--- src/rtl/cpr_pkg.sv ---
// Shared defaults for the pair-write / single-read circular FIFO.
package cpr_pkg;

    localparam int unsigned DefaultWidth = 16;
    localparam int unsigned DefaultDepth = 8;

endpackage

--- src/rtl/cpr_mem.sv ---
// DEPTH x WIDTH register array: two write ports at addr and addr+1, one registered read port.
module cpr_mem
    import cpr_pkg::*;
#(
    parameter int unsigned WIDTH = DefaultWidth,
    parameter int unsigned DEPTH = DefaultDepth,
    parameter int unsigned AW    = $clog2(DEPTH)
) (
    input  logic             i_clk,
    input  logic             i_rst,
    input  logic             i_we,
    input  logic [AW-1:0]    i_waddr,
    input  logic [WIDTH-1:0] i_wdata0,
    input  logic [WIDTH-1:0] i_wdata1,
    input  logic             i_re,
    input  logic [AW-1:0]    i_raddr,
    output logic [WIDTH-1:0] o_rdata
);

    logic [WIDTH-1:0] r_mem [DEPTH];
    logic [WIDTH-1:0] r_rdata;
    logic [AW-1:0]    w_waddr1;

    // Second word wraps modulo DEPTH through the natural pointer width.
    assign w_waddr1 = i_waddr + AW'(1);

    always_ff @(posedge i_clk) begin
        if (i_we) begin
            r_mem[i_waddr] <= i_wdata0;
            r_mem[w_waddr1] <= i_wdata1;
        end
    end

    always_ff @(posedge i_clk) begin
        if (i_rst) begin
            r_rdata <= '0;
        end else if (i_re) begin
            r_rdata <= r_mem[i_raddr];
        end
    end

    assign o_rdata = r_rdata;

endmodule

--- src/rtl/cpr_fifo.sv ---
// Circular FIFO accepting a word pair per write and returning one word per read.
module cpr_fifo
    import cpr_pkg::*;
#(
    parameter int unsigned WIDTH = DefaultWidth,
    parameter int unsigned DEPTH = DefaultDepth
) (
    input  logic                       i_clk,
    input  logic                       i_rst,
    input  logic                       i_we,
    input  logic [WIDTH-1:0]           i_wd1,
    input  logic [WIDTH-1:0]           i_wd2,
    input  logic                       i_re,
    output logic [WIDTH-1:0]           o_rd,
    output logic                       o_rd_valid,
    output logic                       o_empty,
    output logic                       o_full,
    output logic [$clog2(DEPTH+1)-1:0] o_count,
    output logic                       o_overflow,
    output logic                       o_underflow
);

    localparam int unsigned AW = $clog2(DEPTH);
    localparam int unsigned CW = $clog2(DEPTH + 1);
    localparam logic [CW:0] DepthExt = (CW + 1)'(DEPTH);
    localparam logic [CW:0] FullThr  = (CW + 1)'(DEPTH - 2);

    logic [AW-1:0] r_wr_ptr;
    logic [AW-1:0] r_rd_ptr;
    logic [CW-1:0] r_count;
    logic          r_rd_valid;
    logic          r_overflow;
    logic          r_underflow;

    logic          w_rd_ok;
    logic          w_wr_ok;
    logic [CW:0]   w_count_ext;
    logic [CW:0]   w_free;
    logic [CW:0]   w_count_next;

    // A same-cycle pop frees one slot before pair admission is decided.
    always_comb begin
        w_count_ext  = {1'b0, r_count};
        w_rd_ok      = i_re && (r_count != '0);
        w_free       = DepthExt - w_count_ext + {{CW{1'b0}}, w_rd_ok};
        w_wr_ok      = i_we && (w_free >= (CW + 1)'(2));
        w_count_next = w_count_ext + {{(CW - 1){1'b0}}, w_wr_ok, 1'b0}
                       - {{CW{1'b0}}, w_rd_ok};
    end

    always_ff @(posedge i_clk) begin
        if (i_rst) begin
            r_wr_ptr    <= '0;
            r_rd_ptr    <= '0;
            r_count     <= '0;
            r_rd_valid  <= 1'b0;
            r_overflow  <= 1'b0;
            r_underflow <= 1'b0;
        end else begin
            if (w_wr_ok) begin
                r_wr_ptr <= r_wr_ptr + AW'(2);
            end
            if (w_rd_ok) begin
                r_rd_ptr <= r_rd_ptr + AW'(1);
            end
            r_count     <= w_count_next[CW-1:0];
            r_rd_valid  <= w_rd_ok;
            r_overflow  <= i_we && !w_wr_ok;
            r_underflow <= i_re && !w_rd_ok;
        end
    end

    cpr_mem #(
        .WIDTH(WIDTH),
        .DEPTH(DEPTH),
        .AW   (AW)
    ) u_mem (
        .i_clk   (i_clk),
        .i_rst   (i_rst),
        .i_we    (w_wr_ok),
        .i_waddr (r_wr_ptr),
        .i_wdata0(i_wd1),
        .i_wdata1(i_wd2),
        .i_re    (w_rd_ok),
        .i_raddr (r_rd_ptr),
        .o_rdata (o_rd)
    );

    assign o_rd_valid  = r_rd_valid;
    assign o_empty     = (r_count == '0);
    assign o_full      = ({1'b0, r_count} > FullThr);
    assign o_count     = r_count;
    assign o_overflow  = r_overflow;
    assign o_underflow = r_underflow;

endmodule

--- config.mk ---
export PLATFORM = sky130hd
export DESIGN_NAME = cpr_fifo
export DESIGN_NICKNAME = d
export VERILOG_FILES = /design/src/rtl/cpr_pkg.sv /design/src/rtl/cpr_mem.sv /design/src/rtl/cpr_fifo.sv
export SDC_FILE = /design/constraint.sdc
export NUM_CORES = 1
export LEC_CHECK = 0
export ABC_AREA = 1
export CAP_MARGIN = 20
export CORE_MARGIN = 2
export CORE_UTILIZATION = 35
export CTS_CLUSTER_DIAMETER = 120
export DETAILED_ROUTE_END_ITERATION = 8
export SLEW_MARGIN = 10
export SYNTH_ARGS = -nofsm -noshare
export SYNTH_HDL_FRONTEND = slang
export SYNTH_SLANG_ARGS = --single-unit
--- constraint.sdc ---
create_clock -name i_clk -period 4.1 [get_ports i_clk]
set_input_delay 0.41 -clock i_clk [delete_from_list [all_inputs] [get_ports i_clk]]
set_output_delay 0.41 -clock i_clk [all_outputs]
set_load 0.01 [all_outputs]
==> results of run 1 <==
worst min-delay path: stages, from the launching register on:
cell	delay, ns
dfxtp_1	0.31
nand2_1	0.06
a21oi_1	0.05
cells by family (layout without fill, tap and decap cells):
| logic type | after synthesis | in the layout | share of synthesized area (%) |
|---|---|---|---|
| and+or+nand+nor | 307 | 307 | 19.4 |
| DFF | 156 | 156 | 66.2 |
| buffers and inverters | 147 | 222 | 9.61 |
| AOI/OAI and AO/OA | 25 | 25 | 1.90 |
| adders and majority gates | 14 | 14 | 2.75 |
| xor gates and xnor gates | 1 | 1 | 0.132 |
cell type report:
type	count	area [µm²]	share of cell area [%]
clock buffers	23	468	5.81
clock inverters	9	118	1.46
inverters	118	445	5.53
multi-input cells	347	1620	20.1
flip-flops and latches	156	4410	54.7
well taps	234	293	3.64
repair buffers	72	703	8.73
cells in the mapped netlist, types with 2 or more instances:
| cell type | instances |
|---|---|
| o21ai_0 | 2 |
| buf_4 | 4 |
| dfxtp_1 | 28 |
| inv_2 | 2 |
| a21oi_1 | 22 |
| buf_6 | 7 |
| nand3_1 | 101 |
| nand2_1 | 187 |
| edfxtp_1 | 128 |
| clkbuf_1 | 4 |
| buf_2 | 13 |
| nor2_1 | 16 |
| inv_1 | 114 |
| ha_1 | 13 |
state kept, by name (all words and copies together), names as in the netlist:
name,cells
r_rd_ptr,3
r_wr_ptr,2
o_overflow,1
o_count,4
o_rd_valid,1
u_mem.o_rdata,16
u_mem.r_mem,128
o_underflow,1
per-layer routing:
metal	up-vias	routed length (µm)	global-route usage, %
met1	2034	6130	19.2
li1	2216	-	-
met2	112	6760	24.0
met3	5	868	3.34
met4	0	69	6.42
met5	-	0	0
through the flow:
| stage | instance area (µm²) | setup WS (ns) |
|---|---|---|
| finish | 8050 | 0.772 |
| CTS | 8050 | 0.722 |
| global placement | 7450 | 0.818 |
| global route | 8050 | 0.464 |
| detailed placement | 7470 | 0.729 |
| floorplan | 6650 | 0.337 |
worst paths after layout:
kind / end / start / cells past startpoint / slack [ns]
worst min-delay path: u_mem.o_rdata[14] / u_mem.o_rdata[14] / 2 / 0.47
worst min register to register: u_mem.o_rdata[14] / u_mem.o_rdata[14] / 2 / 0.47
worst max-delay path: o_count[3] / o_count[2] / 19 / 0.77
worst max register to register: o_count[3] / o_count[2] / 19 / 0.77
report_power, final:
| group | internal (mW) | switching [mW] | leakage [nW] |
|---|---|---|---|
| sequential | 2.05 | 0.112 | 1.40 |
| combinational | 0.526 | 0.879 | 1.66 |
| clock | 0.981 | 0.572 | 0.290 |
| total | 3.56 | 1.56 | 3.35 |
==> results.cfg, run 1 <==
[setup_path]
cpMaxStageDelayCell = dfxtp_1
crit_chain = inv_1 -> ha_1 -> nand3_2 -> nand2_2 -> ha_1 -> inv_1 -> ha_1 -> inv_1 -> nand2_1 -> nor2_1 -> nand3_1 -> nand2_1 -> ha_1 -> inv_1 -> ha_1 -> inv_1 -> fa_1 -> xnor2_1 -> nor2_1
crit_arrival_ns = 3.63
cp_num_buf_inv = 5
cp_max_fo = 6
start_kind = register
cpPeakStageDelay_ns = 0.45
cp.required_ns = 4.40
crit_path_end_kind = register
cp_top_family = adder cells
worstSetupPathType = register to register

[grt]
antenna_found_initial = 0
grt_overflow = 0
grt_max_degree = 66
grt_pass1_vias = 4339
track_usage_pct = 14.8
grt_pass1_wl_um = 22600

[final_layout]
nets = 762
n_antenna_cell = 0
area_growth_pct = 21.0
final_common_cell = nand2_1
mostFrequentLayoutCells = nand2_1, edfxtp_1, inv_1, nand3_1, clkdlybuf4s50_1
final_core_util_pct = 43.0
finalNonFillerCells = 959
nFillCells = 1781
drive_gt1_share_pct = 6.62

[placed_design]
portBuffers = 60
dp_cells = 927
place_congestion = 0.740
hpwl_um = 8160

[cts]
cts-buffers-inserted = 17
htree_levels = 4
ctsHoldBuffers = 0
path_clk_slew_ns = 0.06
cts.path.max_buffers = 2
cts_setup_buffers = 0
cts_resized = 0
clock_sinks = 156
cts_tree = yes
clock-root-buffer = clkbuf_16
clk-insertion-delay-late_ns = 0.42

[synth]
synth_edf_count = 128
synth_cells = 650
yosysTopAreaCellShare_pct = 57.8
synthDistinctLibCells = 23
ys.flop_type = edfxtp_1
ys_ff_latch = 156
syn_nets = 700
syn_avg_cell_area_um2 = 10.2
synth_top_area_cell = edfxtp_1
synthArstFlopShare_pct = 0
synth.cell_area_um2 = 6650
synth.yosys.seq_area_share_pct = 66.2
synth_top_cells_by_area = edfxtp_1, nand2_1, dfxtp_1
ys_warn_count = 0

[pwr]
power.total_mw = 5.12
power.density_nw_per_um2 = 636
power_leakage_nw = 3.35
peakVddDrop_mv = 0.356

[timing]
finalCritPeriodShare_pct = 81.2
tightest_slew_ns = 0.707
setup_tns_ns = 0
holdWs_ns = 0.467
timing_hold_violations_final = 0
drv_slew = 0
post-route-min-period_ns = 3.33
fin_skew_ns = 0.0182
rsz0062_at_grt = false
timing.fmax_mhz = 300
setup_viol = 0
slew_headroom_pct = 52.8

[floorplan]
initial_core_util_pct = 35.6
die_x_um = 142
die_area_um2 = 20100
core.rowCount = 50
core-area_um2 = 18700
io_pins = 61
die_h_um = 142

[outcome]
outcome = completed

[route]
firstDrtPassIters = 4
wirelength_um = 13800
post_drt_via_cell_ratio = 4.55
wl_per_cell_um = 14.4
ant_nets = 0
drt-initial-drc-count = 328
drc_errors = 0
route.vias.total = 4367

[run]
drv_cap = 0

[hold_path]
hold_class = register to register
Note: power is estimated with default switching activity, not from simulation.
==> run 2, diff against run 1 <==
==> constraint.sdc (replaced) <==
create_clock -name i_clk -period 3.3 [get_ports i_clk]
set_input_delay 0.33 -clock i_clk [delete_from_list [all_inputs] [get_ports i_clk]]
set_output_delay 0.33 -clock i_clk [all_outputs]
set_load 0.01 [all_outputs]
==> run 2 against run 1 <==
Compared with the run above:
- clock skew shrank 0.011 ns
- final area grew 0.28%
- die area is the same
- clock power grew 18%
- critical path depth is the same
- sequential power grew 24%
- first-iteration DRC count shrank 11%
- combinational power grew 27%
- sequential share of layout area shrank 0.15 points
- worst setup slack lost 0.50 ns
- utilization grew 0.12 points
==> results.cfg, run 2 (synthesis gave the netlist of run 1 again) <==
[grt]
track_usage_pct = 14.6
grt_max_degree = 66
grt_overflow = 0
grt_pass1_wl_um = 21900
antenna_found_initial = 0
grt_pass1_vias = 4269

[setup_path]
crit_path_end_kind = register
rrSetupSlack_ns = 0.27
crit_arrival_ns = 3.33
cp.required_ns = 3.60
start_kind = register
worstSetupPathType = register to register
cp_max_fo = 6

[timing]
timing_hold_violations_final = 0
fin_skew_ns = 0.00689
post-route-min-period_ns = 3.03
rsz0062_at_grt = false
tightest_slew_ns = 0.718
drv_slew = 0
slew_headroom_pct = 52.1
finalCritPeriodShare_pct = 91.7
timing.fmax_mhz = 331
setup_viol = 0

[cts]
clock_sinks = 156
cts_setup_buffers = 0
cts.path.max_buffers = 2
cts-buffers-inserted = 17
path_clk_slew_ns = 0.06
htree_levels = 4
ctsHoldBuffers = 0
clk-insertion-delay-late_ns = 0.42
clock-root-buffer = clkbuf_16
cts_resized = 0
cts_tree = yes

[pwr]
power_leakage_nw = 3.36
p_switching_mw = 2.03
power.total_mw = 6.30
pwr-share-seq_pct = 42.6
power.density_nw_per_um2 = 780
swShare_pct = 32.2
p_clk_share_pct = 29.1
combPwrFrac_pct = 28.3
p_int_mw = 4.27
peakVddDrop_mv = 0.431

[route]
route.vias.total = 4361
firstDrtPassIters = 4
drc_errors = 0
ant_nets = 0
post_drt_via_cell_ratio = 4.53
wl_per_cell_um = 14.2
drt-initial-drc-count = 292
wirelength_um = 13700

[floorplan]
die_x_um = 142
initial_core_util_pct = 35.6
core.rowCount = 50
io_pins = 61
die_h_um = 142
die_area_um2 = 20100
core-area_um2 = 18700

[final_layout]
largest-register = u_mem.r_mem
nFillCells = 1739
final_common_cell = nand2_1
n_antenna_cell = 0
area_growth_pct = 21.4
mostFrequentLayoutCells = nand2_1, edfxtp_1, inv_1, nand3_1, clkdlybuf4s50_1
design_area_um2 = 8070
nets = 766
finalNonFillerCells = 963
largest_reg_flops = 128
drive_gt1_share_pct = 7.96

[outcome]
outcome = completed

[hold_path]
hold_class = register to register

[placed_design]
portBuffers = 60
hpwl_um = 8230
dp_cells = 930
place_congestion = 0.733
dpl-instance-area_um2 = 7480

[run]
drv_cap = 0
run 2: cell types whose count changed in the layout (fill, tap and decap cells not counted), moves of 2 or more:
cell,delta
buf_4,+4
clkinv_4,+4
clkbuf_1,-4
clkinv_1,-2
inv_6,+4
clkinv_2,-2
bufinv_16,-3
clkinvlp_4,+2
run 2: worst paths after layout:
path,startpoint,end,cells after the start
min,u_mem.o_rdata[13],u_mem.o_rdata[13],2
max,o_count[3],o_count[3],19
min reg2reg,u_mem.o_rdata[13],u_mem.o_rdata[13],2
max reg2reg,o_count[3],o_count[3],19
run 2: cell type report:
| class | instances | area, µm² | share of cell area (%) |
|---|---|---|---|
| inverters | 118 | 445 | 5.52 |
| repair buffers | 76 | 741 | 9.17 |
| clock buffers | 19 | 464 | 5.75 |
| flip-flops and latches | 156 | 4410 | 54.6 |
| clock inverters | 13 | 106 | 1.32 |
| well taps | 234 | 293 | 3.63 |
| multi-input cells | 347 | 1620 | 20.1 |
run 2: worst max-delay path, stage by stage (launching register included):
cell and delay [ns]:
dfxtp_1 0.43, inv_1 0.10, ha_1 0.21, nand3_2 0.10
nand2_2 0.06, ha_1 0.19, inv_1 0.06, ha_1 0.21
inv_1 0.05, nand2_1 0.04, nor2_1 0.08, nand3_1 0.19
nand2_1 0.14, ha_1 0.23, inv_1 0.06, ha_1 0.13
inv_1 0.04, fa_1 0.37, xnor2_1 0.16, nor2_1 0.05
run 2: metrics by stage:
| step | TNS (ns) | setup slack [ns] | hold slack (ns) | util [%] |
|---|---|---|---|---|
| 4_1_cts | 0 | 0.253 | 0.465 | 43.0 |
| 5_1_grt | 0 | 0.0223 | 0.480 | 43.2 |
| 2_1_floorplan | -59.20 | -0.463 | 0.399 | - |
| 6_report | 0 | 0.275 | 0.463 | 43.2 |
| 3_3_place_gp | 0 | 0.274 | 0.454 | 40.0 |
| 3_5_place_dp | 0 | 0.257 | 0.456 | 40.0 |
run 2: power groups by stage:
stage          combinational [mW]  clock, mW  sequential, mW
5_1_grt                      2.02       1.97            2.72
3_3_place_gp                 1.75          0            2.72
3_5_place_dp                 1.78          0            2.73
4_1_cts                      1.79       1.87            2.69
6_report                     1.78       1.83            2.68
2_1_floorplan                1.15          0            2.75
run 2: metal layers:
layer | vias to the layer above | global-route usage [%] | share of wire [%]
met3 | 14 | 4.69 | 4.3
li1 | 2224 | - | -
met4 | 0 | 4.58 | 1.1
met2 | 89 | 24.3 | 49
met5 | - | 0 | 0
met1 | 2034 | 18.0 | 46
==> run 3, diff against run 2 <==
--- a/config.mk
+++ b/config.mk
@@ -11,6 +11,7 @@
 export CORE_UTILIZATION = 35
 export CTS_CLUSTER_DIAMETER = 120
 export DETAILED_ROUTE_END_ITERATION = 8
+export HOLD_SLACK_MARGIN = 0.08
 export SLEW_MARGIN = 10
 export SYNTH_ARGS = -nofsm -noshare
 export SYNTH_HDL_FRONTEND = slang
==> results of run 3 <==
Final layout, timing and power as in run 2 (identical DEF).
